**config.mk**
```make
export PLATFORM = sky130hd
export DESIGN_NAME = fpga_puf_challenge_sequencer
export DESIGN_NICKNAME = d
export VERILOG_FILES = /design/src/rtl/fpga_puf_pkg.sv /design/src/rtl/fpga_puf_counter.sv /design/src/rtl/fpga_puf_challenge_sequencer.sv
export SDC_FILE = /design/constraint.sdc
export NUM_CORES = 1
export LEC_CHECK = 0
export CAP_MARGIN = 5
export CORE_UTILIZATION = 58
export CTS_BUF_LIST = sky130_fd_sc_hd__clkbuf_4
export CTS_CLUSTER_DIAMETER = 80
export CTS_CLUSTER_SIZE = 10
export DETAILED_ROUTE_END_ITERATION = 16
export PLACE_DENSITY = 0.87
export SYNTH_ARGS = -nofsm -noshare
export SYNTH_HDL_FRONTEND = slang
export SYNTH_SLANG_ARGS = --single-unit
```
**constraint.sdc**
```tcl
create_clock -name clk -period 5.8 [get_ports clk]
set_input_delay 1.16 -clock clk [delete_from_list [all_inputs] [get_ports clk]]
set_output_delay 1.16 -clock clk [all_outputs]
set_load 0.005 [all_outputs]
```
**src/rtl/fpga_puf_pkg.sv**
```systemverilog
// Shared types and default widths for the PUF challenge sequencer slice.
package fpga_puf_pkg;

  localparam int DEF_CHAL_WIDTH      = 64;
  localparam int DEF_LEN_WIDTH       = 32;
  localparam int DEF_MAX_OUTSTANDING = 8;
  localparam int DEF_OUT_WIDTH       = 4;

  typedef enum logic [1:0] {
    IDLE  = 2'd0,
    ISSUE = 2'd1,
    DRAIN = 2'd2,
    DONE  = 2'd3
  } seq_state_t;

endpackage

```
**src/rtl/fpga_puf_counter.sv**
```systemverilog
// Generic up/down counter with parallel load; load wins, incr+decr together cancel.
module fpga_puf_counter #(
  parameter int W = 8
) (
  input  logic         clk,
  input  logic         rst,
  input  logic         load,
  input  logic [W-1:0] load_val,
  input  logic         incr,
  input  logic         decr,
  output logic [W-1:0] count,
  output logic         is_zero
);

  // Count register update
  always_ff @(posedge clk) begin
    if (rst) begin
      count <= {W{1'b0}};
    end else if (load) begin
      count <= load_val;
    end else if (incr && !decr) begin
      count <= count + W'(1);
    end else if (decr && !incr) begin
      count <= count - W'(1);
    end else begin
      count <= count;
    end
  end

  assign is_zero = (count == {W{1'b0}});

endmodule

```
**src/rtl/fpga_puf_challenge_sequencer.sv**
```systemverilog
// Issues a burst of consecutive PUF challenges, bounds outstanding ones and
// pulses done once every response has been accepted.
module fpga_puf_challenge_sequencer
  import fpga_puf_pkg::*;
#(
  parameter int C_CHAL_WIDTH      = DEF_CHAL_WIDTH,
  parameter int C_LEN_WIDTH       = DEF_LEN_WIDTH,
  parameter int C_MAX_OUTSTANDING = DEF_MAX_OUTSTANDING,
  parameter int C_OUT_WIDTH       = DEF_OUT_WIDTH
) (
  input  logic                    clk,
  input  logic                    rst,
  input  logic                    start,
  input  logic [C_CHAL_WIDTH-1:0] base_challenge,
  input  logic [C_LEN_WIDTH-1:0]  num_challenges,
  output logic                    busy,
  output logic                    done,
  output logic                    chal_valid,
  input  logic                    chal_ready,
  output logic [C_CHAL_WIDTH-1:0] chal_data,
  input  logic                    resp_valid,
  output logic                    resp_ready,
  output logic [C_OUT_WIDTH-1:0]  outstanding
);

  seq_state_t              state_r;
  logic [C_CHAL_WIDTH-1:0] next_chal_r;
  logic [C_CHAL_WIDTH-1:0] present_data_s;
  logic [C_LEN_WIDTH-1:0]  issue_rem_s;
  logic [C_LEN_WIDTH-1:0]  resp_rem_s;
  logic [C_LEN_WIDTH-1:0]  issue_load_val_s;
  logic issue_zero_s, resp_zero_s, out_zero_s;
  logic start_ok_s, num_zero_s, resp_acc_s, slot_free_s, present_s;
  logic out_decr_s, resp_next_zero_s, issue_fin_s;

  assign start_ok_s  = (state_r == IDLE) && start;
  assign num_zero_s  = (num_challenges == {C_LEN_WIDTH{1'b0}});
  assign resp_acc_s  = resp_valid && resp_ready;
  // A response retiring in this cycle frees its slot for a same-edge presentation
  assign slot_free_s = (outstanding < C_OUT_WIDTH'(C_MAX_OUTSTANDING)) || resp_acc_s;
  // The start edge itself presents the first challenge so it is visible one cycle later
  assign present_s   = (start_ok_s && !num_zero_s) ||
                       ((state_r == ISSUE) && (!chal_valid || chal_ready) &&
                        (issue_rem_s != {C_LEN_WIDTH{1'b0}}) && slot_free_s);
  assign present_data_s   = (state_r == IDLE) ? base_challenge : next_chal_r;
  assign issue_load_val_s = num_zero_s ? {C_LEN_WIDTH{1'b0}} : (num_challenges - C_LEN_WIDTH'(1));
  assign out_decr_s       = resp_acc_s && !out_zero_s;
  assign issue_fin_s      = issue_zero_s && (!chal_valid || chal_ready);
  assign resp_next_zero_s = start_ok_s ? num_zero_s :
                            (resp_acc_s ? (resp_rem_s == C_LEN_WIDTH'(1)) : resp_zero_s);

  fpga_puf_counter #(.W(C_LEN_WIDTH)) u_issue_cnt (
    .clk(clk), .rst(rst), .load(start_ok_s), .load_val(issue_load_val_s),
    .incr(1'b0), .decr(present_s), .count(issue_rem_s), .is_zero(issue_zero_s)
  );

  fpga_puf_counter #(.W(C_LEN_WIDTH)) u_resp_cnt (
    .clk(clk), .rst(rst), .load(start_ok_s), .load_val(num_challenges),
    .incr(1'b0), .decr(resp_acc_s), .count(resp_rem_s), .is_zero(resp_zero_s)
  );

  fpga_puf_counter #(.W(C_OUT_WIDTH)) u_out_cnt (
    .clk(clk), .rst(rst), .load(1'b0), .load_val({C_OUT_WIDTH{1'b0}}),
    .incr(present_s), .decr(out_decr_s), .count(outstanding), .is_zero(out_zero_s)
  );

  // Sequencer FSM, challenge stream register and registered status outputs
  always_ff @(posedge clk) begin
    if (rst) begin
      state_r     <= IDLE;
      busy        <= 1'b0;
      done        <= 1'b0;
      chal_valid  <= 1'b0;
      chal_data   <= {C_CHAL_WIDTH{1'b0}};
      next_chal_r <= {C_CHAL_WIDTH{1'b0}};
      resp_ready  <= 1'b0;
    end else begin
      done <= 1'b0;
      if (present_s) begin
        chal_valid  <= 1'b1;
        chal_data   <= present_data_s;
        next_chal_r <= present_data_s + C_CHAL_WIDTH'(1);
      end else if (chal_valid && chal_ready) begin
        chal_valid <= 1'b0;
      end else begin
        chal_valid <= chal_valid;
      end
      case (state_r)
        IDLE: begin
          if (start) begin
            busy       <= 1'b1;
            resp_ready <= !num_zero_s;
            if (num_zero_s) begin
              state_r <= DONE;
              done    <= 1'b1;
            end else begin
              state_r <= ISSUE;
            end
          end else begin
            busy       <= 1'b0;
            resp_ready <= 1'b0;
          end
        end
        ISSUE: begin
          resp_ready <= !resp_next_zero_s;
          if (issue_fin_s) begin
            if (resp_next_zero_s) begin
              state_r <= DONE;
              done    <= 1'b1;
            end else begin
              state_r <= DRAIN;
            end
          end else begin
            state_r <= ISSUE;
          end
        end
        DRAIN: begin
          resp_ready <= !resp_next_zero_s;
          if (resp_next_zero_s) begin
            state_r <= DONE;
            done    <= 1'b1;
          end else begin
            state_r <= DRAIN;
          end
        end
        DONE: begin
          state_r    <= IDLE;
          busy       <= 1'b0;
          resp_ready <= 1'b0;
        end
        default: begin
          state_r    <= IDLE;
          busy       <= 1'b0;
          chal_valid <= 1'b0;
          resp_ready <= 1'b0;
        end
      endcase
    end
  end

endmodule

```
Word-level counts from Yosys, hierarchy flattened
Cells that the tools add are included.
{ "op_classes": {"order_cmp": 1, "n_mul": 0, "muxes": 26, "n_shift": 0, "div": 0, "n_eq_ne": 5, "bitwise_logic": 0, "addsub": 6, "n_reduce_logical": 32} }
{ "op_table": {"columns": ["operator", "n"], "rows": [
  ["two-way mux 32 bit", 5],
  ["zero test 32 bit", 3],
  ["subtractor 32 x 1 -> 32 bit (second input constant)", 3],
  ["adder 64 x 1 -> 64 bit (second input constant)", 1],
  ["two-way mux 64 bit", 1],
  ["equality test 32 x 1 -> 1 bit (second input constant)", 1],
  ["nonzero test 32 bit", 1],
  ["logical AND 1 bit", 11],
  ["two-way mux 1 bit", 11],
  ["nonzero test 2 bit", 5],
  ["two-way mux 4 bit", 2],
  ["one-hot mux 2 bit (4 select lines)", 1],
  ["zero test 1 bit", 6],
  ["two-way mux 2 bit", 3],
  ["one-hot mux 1 bit (3 select lines)", 2],
  ["adder 4 x 1 -> 4 bit (second input constant)", 1],
  ["equality test 2 bit (second input constant)", 2],
  ["zero test 4 bit", 1],
  ["< comparator 4 bit (second input constant)", 1],
  ["subtractor 4 x 1 -> 4 bit (second input constant)", 1],
  ["logical OR 1 bit", 3],
  ["equality test 2 x 1 -> 1 bit (second input constant)", 1],
  ["zero test 2 bit", 1],
  ["!= test 2 bit (second input constant)", 1],
  ["2 further kinds", 2]
]} }
{ "totals": {"n_memories": 0, "inputBits": 101, "regBits": 202, "ramBits": 0, "elab_cells": 80, "latchBits": 0, "mem_bits_ro": 0, "out_inout_bits": 72} }

Longest topological paths before layout
Gate-level depths: netlist (run 1).
{ "logic_depth": {"depth_word": 10, "ltp_mapped": 19, "ltp_nobuf": 15} }

Hierarchy
A second synthesis (run 1) with hierarchy kept.
{ "hier_totals": {"hier_cells": 2084, "hier_area_um2": 15802.7} }
{ "by_module_without_submodules": {"columns": ["module", "cells_each", "area_each_um2", "n_inst", "seq_area_each_um2"], "rows": [
  ["fpga_puf_challenge_sequencer", 1176, 8971.1, 1, 2682.6],
  ["fpga_puf_counter at u_resp_cnt", 447, 3276.9, 1, 640.6],
  ["fpga_puf_counter at u_issue_cnt", 426, 3241.9, 1, 640.6],
  ["fpga_puf_counter at u_out_cnt", 35, 312.8, 1, 80.1]
]} }

Least setup slack after synthesis (run 1)
Ideal clock, no wire load.
{ "synth_timing": {"path_kind": "input to register", "start": "in num_challenges[4]", "end": "reg u_out_cnt.count[3]", "path_stages": 16, "arrival_ps": 4576, "n_path_buf": 3, "setup_time_ps": 70, "path_slack_ps": 1154, "cell_sequence": "buf_6 or4_4 or4_1 o31a_1 a21oi_2 inv_2 clkbuf_1 buf_2 ha_1 inv_1 ha_1 a21o_1 a21oi_1 xnor2_1 or3_1 a21oi_1"} }
{ "synth_via": {"elab_chain_len": 7, "elab_cells_between_ends": 9, "classes_between": "mux: 1; reduce/logical: 8"} }
{ "synth_lines": {"columns": ["element", "line_no", "source"], "rows": [
  ["start, declared", "fpga_puf_challenge_sequencer.sv:15", "input logic [C_LEN_WIDTH-1:0] num_challenges,"],
  ["zero test 32 bit *", "fpga_puf_challenge_sequencer.sv:37", "assign num_zero_s = (num_challenges == {C_LEN_WIDTH{1'b0}});"],
  ["zero test 1 bit *", "fpga_puf_challenge_sequencer.sv:42", "assign present_s = (start_ok_s && !num_zero_s) ||"],
  ["logical AND 1 bit *", "fpga_puf_challenge_sequencer.sv:42", null],
  ["logical OR 1 bit *", "fpga_puf_challenge_sequencer.sv:42", null],
  ["net present_s", "fpga_puf_challenge_sequencer.sv:33", "logic start_ok_s, num_zero_s, resp_acc_s, slot_free_s, present_s;"],
  ["zero test 1 bit", "fpga_puf_counter.sv:23", "end else if (decr && !incr) begin"],
  ["logical AND 1 bit", "fpga_puf_counter.sv:23", null],
  ["nonzero test 2 bit (no line)", null, null],
  ["end signal, assigned", "fpga_puf_counter.sv:22", "count <= count + W'(1);"],
  ["end signal, assigned", "fpga_puf_counter.sv:24", "count <= count - W'(1);"],
  ["end signal, assigned", "fpga_puf_counter.sv:26", "count <= count;"],
  ["end, declared", "fpga_puf_counter.sv:11", "output logic [W-1:0] count,"]
]} }
The timed path passes the listed nets; every way through them passes the cells marked *.
A chain may end at the register's enable or synchronous reset.

Final worst setup path (run 1)
{ "layout_timing": {"start": "in num_challenges[8]", "end": "reg u_out_cnt.count[3]"} }
{ "layout_via": {"elab_chain_len": 7, "elab_cells_between_ends": 9, "classes_between": "mux: 1; reduce/logical: 8"} }
{ "layout_lines": {"columns": ["element", "line_no"], "rows": [
  ["zero test 32 bit *", "fpga_puf_challenge_sequencer.sv:37"],
  ["zero test 1 bit *", "fpga_puf_challenge_sequencer.sv:42"],
  ["logical AND 1 bit *", "fpga_puf_challenge_sequencer.sv:42"],
  ["logical OR 1 bit *", "fpga_puf_challenge_sequencer.sv:42"],
  ["zero test 1 bit", "fpga_puf_counter.sv:23"],
  ["logical AND 1 bit", "fpga_puf_counter.sv:23"],
  ["nonzero test 2 bit (no line)", null]
]} }
Mark *: on every way between the ends. The rest lies on a longest branch, timed or not.

==> results of run 1 <==
-- final timing paths --
kind                                                   start                              end  slack, ns  cells past startpoint
worst max-delay path                       num_challenges[8]  u_out_cnt.count[3]$_SDFFE_PP0P_       1.25                     14
worst min-delay path            next_chal_r[27]$_SDFFE_PP0P_     next_chal_r[27]$_SDFFE_PP0P_       0.48                      2
worst max register to register       state_r[0]$_SDFFE_PP0P_     next_chal_r[60]$_SDFFE_PP0P_       1.43                     10
worst min register to register  next_chal_r[27]$_SDFFE_PP0P_     next_chal_r[27]$_SDFFE_PP0P_       0.48                      2
-- layout make-up --
type | count | area share
Antenna cell | 1 | 0.0001694
Clock buffer | 25 | 0.01271
Clock inverter | 1 | 0.0005930
Inverter | 30 | 0.007963
Multi-Input combinational cell | 1318 | 0.5553
Sequential cell | 202 | 0.2738
Tap cell | 280 | 0.02372
Timing Repair Buffer | 185 | 0.1258
-- sequential cells by signal, indices dropped and copies added, names as in the netlist --
signal,count
busy,1
chal_data,64
chal_valid,1
done,1
next_chal_r,64
resp_ready,1
state_r,2
u_issue_cnt.count,32
u_out_cnt.count,4
u_resp_cnt.count,32
-- power breakdown --
group	leakage [nW]	switching [mW]	internal, mW	total, mW
Clock	0.120	0.500	0.201	0.701
Combinational	3.29	1.56	1.17	2.73
Sequential	1.67	0.331	1.75	2.08
Total	5.08	2.39	3.13	5.52
-- synth_stat cells (19+ instances only) --
cell type | number | share of area
nor4_1 | 33 | 0.016
a31oi_1 | 27 | 0.013
a21oi_1 | 128 | 0.050
nor2_1 | 160 | 0.047
clkbuf_1 | 68 | 0.020
or3_1 | 19 | 0.0093
xnor2_1 | 40 | 0.027
inv_1 | 29 | 0.0085
o211ai_1 | 35 | 0.020
nand2_1 | 135 | 0.039
buf_2 | 35 | 0.014
mux2i_1 | 54 | 0.042
dfxtp_1 | 202 | 0.32
nor3_1 | 58 | 0.023
a211oi_1 | 104 | 0.061
nand3b_1 | 28 | 0.016
nand3_1 | 75 | 0.029
nand4_1 | 48 | 0.023
o21ai_0 | 90 | 0.035
xor2_1 | 35 | 0.024
-- worst max-delay path: stages --
cell and delay, ns:
clkdlybuf4s50_1 0.51, or4_1 0.64, or4_1 0.60, o31a_1 0.51
a21oi_4 0.24, inv_6 0.05, ha_1 0.22, inv_1 0.12
ha_1 0.24, a21o_1 0.18, a21oi_1 0.16, xnor2_1 0.10
or3_1 0.31, a21oi_1 0.14
-- cell families after synthesis --
logic type / after synthesis / synth area share
flops: 202 / 0.3151
mux: 60 / 0.04739
fa+ha+maj: 15 / 0.01521
buf+inv: 146 / 0.04817
simple gates: 688 / 0.2829
compound gates: 480 / 0.2401
xor+xnor: 75 / 0.05119
-- metrics by stage --
step                      hold WS, ns  instance area [um2]
after floorplan                0.4425                12830
after global placement         0.4528                14570
after detailed placement       0.4649                14570
after CTS                      0.4812                14770
after global routing           0.5046                14770
final                          0.4811                14770
-- metal layers --
layer / track usage / vias to the layer above / part of all wire
met3: 0.04667 / 106 / 0.086
li1: - / 6430 / -
met1: 0.4500 / 6264 / 0.43
met5: 0 / - / 0
met4: 0.1245 / 0 / 0.035
met2: 0.5067 / 639 / 0.45
==> impl_results.md, run 1 <==
- Ys async rst share: 0
- Fin nets: 1877
- DP Cell Count: 2015
- Router iterations before antenna repair: 6
- Post-route antenna net violation count: 0
- # fillers: 1872
- IO Port Bufs: around 170
- Max rail drop VDD: 426.5 uV
- Crit path DAT: between 5 and 6 ns
- Final HPWL DP: about 26000 um
- Final core occ: 0.6789
- Die height: 150.7 um
- Syn_nets: 1782
- Mapped Area: 12830 um2
- Share of layout cells above drive strength 1: 0.04145
- FP Rows: 54
- Initial antenna violation count: 1
- Max_slew headroom: 0.1667
- Crit path max fanout: 11
- Final min period: between 4 and 5 ns
- Drc violations: 0
- TNS Setup: 0 ns
- Commonest non-fill, non-tap cells in the layout: 202 x dfxtp_1, 171 x clkdlybuf4s50_1, 160 x nor2_1, 134 x nand2_1, 128 x a21oi_1
- Static Leak: 5.077 nW
- GPL Wtd Cong: 0.9318
- H-tree depth: 1
- Synth Instances: 1666
- Distinct cells, synth: 78
- Commonest register cell after synthesis: dfxtp_1
- Post-CTS resize count: 0
- Tightest Pin Transition: 1.238 ns
- IO Count: between 150 and 200
- Hold Vio Cnt, Final: 0
- GR Overflow Total: 0
- Pins Over Slew Limit: 0
- RSZ-0062 raised after global routing: no
- Tot Pwr: 5.520 mW
- Worst Hold Class: reg2reg
- Placeable Area: 21760 um2
- Die footprint: 22720 um2
- DR vias: roughly 13000
- WS Path Type: in2reg
- Largest net degree at the start of global routing: ~230
- Vias per cell: 6.581
- Syn_area_per_cell: 7.702 um2
- Num CTS Buffers: 24
- Number of global-route vias before repair: 12150
- CTS Hold Bufs: 0
- DIE WIDTH: 150.7 um
- Drt total wl: 37430 um
- Multi-input gate area: ~8000 um2
- Initial Util: 0.5898
- Ys Warns: 0
- Initial DRC Count: 1443
- WL/cell: 18.33 um
- Synth Register Bits: around 200
- PD cells: 373.7 nW/um2
- Crit path required time: 6.43 ns
- Total clock sinks: 202
- Post-CTS setup buffer count: 0
- Gr usage total: 0.3244
- Register area share after synthesis: 0.3151
- Area grow syn2layout: 15.10%
- CP Launch Type: input pin
- CTS Buffer Depth: 3
- Max-Cap Viols: 0
- CTS clk-pin slew, worst paths: 0.12 ns
- Final period utilization: 0.7847
- First-pass GRT wire length: between 60000 and 70000 um
- Status: finished clean
- Total area of sequential cells: 4044 um2
- Commonest non-fill, non-tap cell in the layout: dfxtp_1
- CTS Root Cell: clkbuf_4
- EDFF count, synth: 0
- Setup Skew: roughly 0.056 ns
- Post-Layout Cell Count: 2042
- CTS tree: yes
- # setup viols final: 0
- Achievable frequency: 0.2197 GHz
- Final worst slack: between 1 and 1.5 ns
- Clock Latency Late Sink: slightly above 0.7 ns
- Setup slack at placement: 0.5442 ns
- CP endpoint kind: flop
(Power assumes the default switching activity.)
==> run 2: changes to the inputs <==
==> constraint.sdc (replaced) <==
create_clock -name clk -period 4.3 [get_ports clk]
set_input_delay 0.86 -clock clk [delete_from_list [all_inputs] [get_ports clk]]
set_output_delay 0.86 -clock clk [all_outputs]
set_load 0.005 [all_outputs]
==> run 2 against run 1 <==
  * Non-clock buffer count grew 56
  * Global-route usage grew 0.77 points
  * Die area is the same
  * Critical path depth is the same
  * Critical path type unchanged
  * Via count grew 3.3%
  * Worst hold slack lost 0.022 ns
  * Largest cell class unchanged
  * Final cell count grew 2.7%
==> impl_results.md, run 2 (synthesized netlist as in run 1, its figures left out) <==
- Hold slack: 0.4591 ns
- CP endpoint kind: flop
- IO Port Bufs: 172
- FP Rows: 54
- Initial Util: 0.5898
- Num CTS Buffers: 24
- CP startpoint: num_challenges[8]
- GPL Wtd Cong: approximately 0.94
- Clock share of power: 0.123
- Post-Layout Cell Count: approximately 2100
- Setup slack, reg-to-reg: 0.56 ns
- Worst Hold Class: in2reg
- GR Overflow Total: 0
- Critical R2R Launch: state_r[1]$_SDFFE_PP0P_
- Psw: 3.262 mW
- Drt total wl: 38630 um
- Final min period: between 3 and 4 ns
- WL/cell: 18.41 um
- Clock Latency Late Sink: 0.69 ns
- IO Count: 173
- CTS Buffer Depth: 3
- Pins Over Slew Limit: 0
- Sequential share of power: 0.373
- DR vias: 13890
- Router iterations before antenna repair: 6
- Gr usage total: 0.3322
- Max rail drop VDD: 560.4 uV
- DIE WIDTH: 150.7 um
- Die height: 150.7 um
- Status: finished clean
- Combinational power share: 0.504
- CTS Hold Bufs: 0
- Cell-internal power: 4.288 mW
- Post-CTS setup buffer count: 0
- Crit path capture: u_out_cnt.count[3]$_SDFFE_PP0P_
- Placeable Area: 21760 um2
- Max-Cap Viols: 0
- H-tree depth: 1
- Drc violations: 0
- Initial antenna violation count: 1
- Area post-placement: 15000 um2
- # setup viols final: 0
- Crit path DAT: 4.40 ns
- Largest net degree at the start of global routing: about 230
- Setup Skew: 0.03258 ns
- PD cells: 496.6 nW/um2
- CTS clk-pin slew, worst paths: 0.12 ns
- Initial DRC Count: 1531
- Share of layout cells above drive strength 1: 0.07155
- Switching Fraction: 0.4320
- Hold Vio Cnt, Final: 0
- Final HPWL DP: 27250 um
- Fin nets: 1933
- Area grow syn2layout: 18.48%
- CTS Root Cell: clkbuf_4
- Post-CTS resize count: 0
- DP Cell Count: 2071
- Die footprint: approximately 23000 um2
- Number of global-route vias before repair: 12590
- R2r endpoint: next_chal_r[51]$_SDFFE_PP0P_
- First-pass GRT wire length: a little over 60000 um
- WS Path Type: in2reg
- Crit path max fanout: 2
- # fillers: 1804
- Crit path required time: 4.91 ns
- Biggest regs: chal_data (64), next_chal_r (64)
- Reg2reg path depth: 11
- Post-route antenna net violation count: 0
- Commonest non-fill, non-tap cell in the layout: dfxtp_1
- Static Leak: around 5.4 nW
- CTS tree: yes
- Tightest Pin Transition: 1.037 ns
- Total clock sinks: 202
- Max_slew headroom: 0.3089
- Achievable frequency: about 0.26 GHz
- Commonest non-fill, non-tap cells in the layout: 202 x dfxtp_1, 171 x clkdlybuf4s50_1, 160 x nor2_1, 134 x nand2_1, 128 x a21oi_1
- Fin area: about 15000 um2
- RSZ-0062 raised after global routing: no
- CP Launch Type: input pin
- Vias per cell: 6.620
- Final period utilization: 0.8816
-- run 2: cell types whose count changed in the layout (fill, tap and decap cells not counted) --
cell and change:
inv_1 -1, or4_4 +1, buf_12 +1, inv_2 +1
o21ai_1 +1, o21ai_2 -1, or4_1 -1, buf_4 +55
-- run 2: area by class of cell --
type,count,area (um2),area share
multi-input cells,1318,8202,0.5395
flip-flops and latches,202,4044,0.2660
repair buffers,241,2291,0.1507
well taps,280,350.3,0.02304
clock buffers,25,187.7,0.01234
inverters,30,117.6,0.007736
clock inverters,1,8.758,0.0005761
diodes,1,2.502,0.0001646
-- run 2: through the flow --
stage | utilization | setup TNS [ns] | setup WS (ns) | power (mW)
after CTS | 0.6987 | 0 | 0.5192 | 7.497
after global placement | 0.6897 | -0.1133 | -0.1133 | 6.415
after global routing | 0.6988 | 0 | 0.2704 | 8.068
final | 0.6988 | 0 | 0.5089 | 7.549
after detailed placement | 0.6897 | -0.1672 | -0.1672 | 6.570
after floorplan | - | 0 | 0.02304 | 5.311
-- run 2: worst max-delay path, stage by stage --
cell	delay, ns
clkdlybuf4s50_1	0.42
or4_1	0.57
or4_4	0.54
o31a_1	0.37
a21oi_4	0.20
inv_6	0.05
ha_1	0.22
inv_2	0.07
ha_1	0.21
a21o_1	0.17
a21oi_1	0.16
xnor2_1	0.10
or3_1	0.31
a21oi_1	0.14
-- run 2: power by group through the flow --
| stage | clock network (mW) | logic, mW | registers [mW] |
|---|---|---|---|
| 2_1_floorplan | 0 | 2.56 | 2.75 |
| 3_3_place_gp | 0 | 3.60 | 2.81 |
| 3_5_place_dp | 0 | 3.73 | 2.84 |
| 4_1_cts | 0.939 | 3.76 | 2.80 |
| 5_1_grt | 1.00 | 4.18 | 2.88 |
| 6_report | 0.926 | 3.80 | 2.82 |
-- run 2: layer usage --
metal	global-route usage	part of all wire	routed length (um)
met5	0	0	0
met4	0.1165	0.032	1238
met3	0.04364	0.094	3625
met2	0.5314	0.45	17540
met1	0.4569	0.42	16220
-- run 2: how the worst min path moves through the flow --
stage / slack, ns / depth (start not counted) / start / end
global placement: 0.45 / 2 / next_chal_r[1]$_SDFFE_PP0P_ / next_chal_r[1]$_SDFFE_PP0P_
detailed placement: 0.47 / 2 / next_chal_r[8]$_SDFFE_PP0P_ / next_chal_r[8]$_SDFFE_PP0P_
floorplan: 0.44 / 2 / next_chal_r[1]$_SDFFE_PP0P_ / next_chal_r[1]$_SDFFE_PP0P_
CTS: 0.42 / 2 / rst / next_chal_r[6]$_SDFFE_PP0P_
global route: 0.45 / 2 / rst / next_chal_r[2]$_SDFFE_PP0P_
finish: 0.46 / 2 / rst / u_resp_cnt.count[24]$_SDFFE_PP0P_
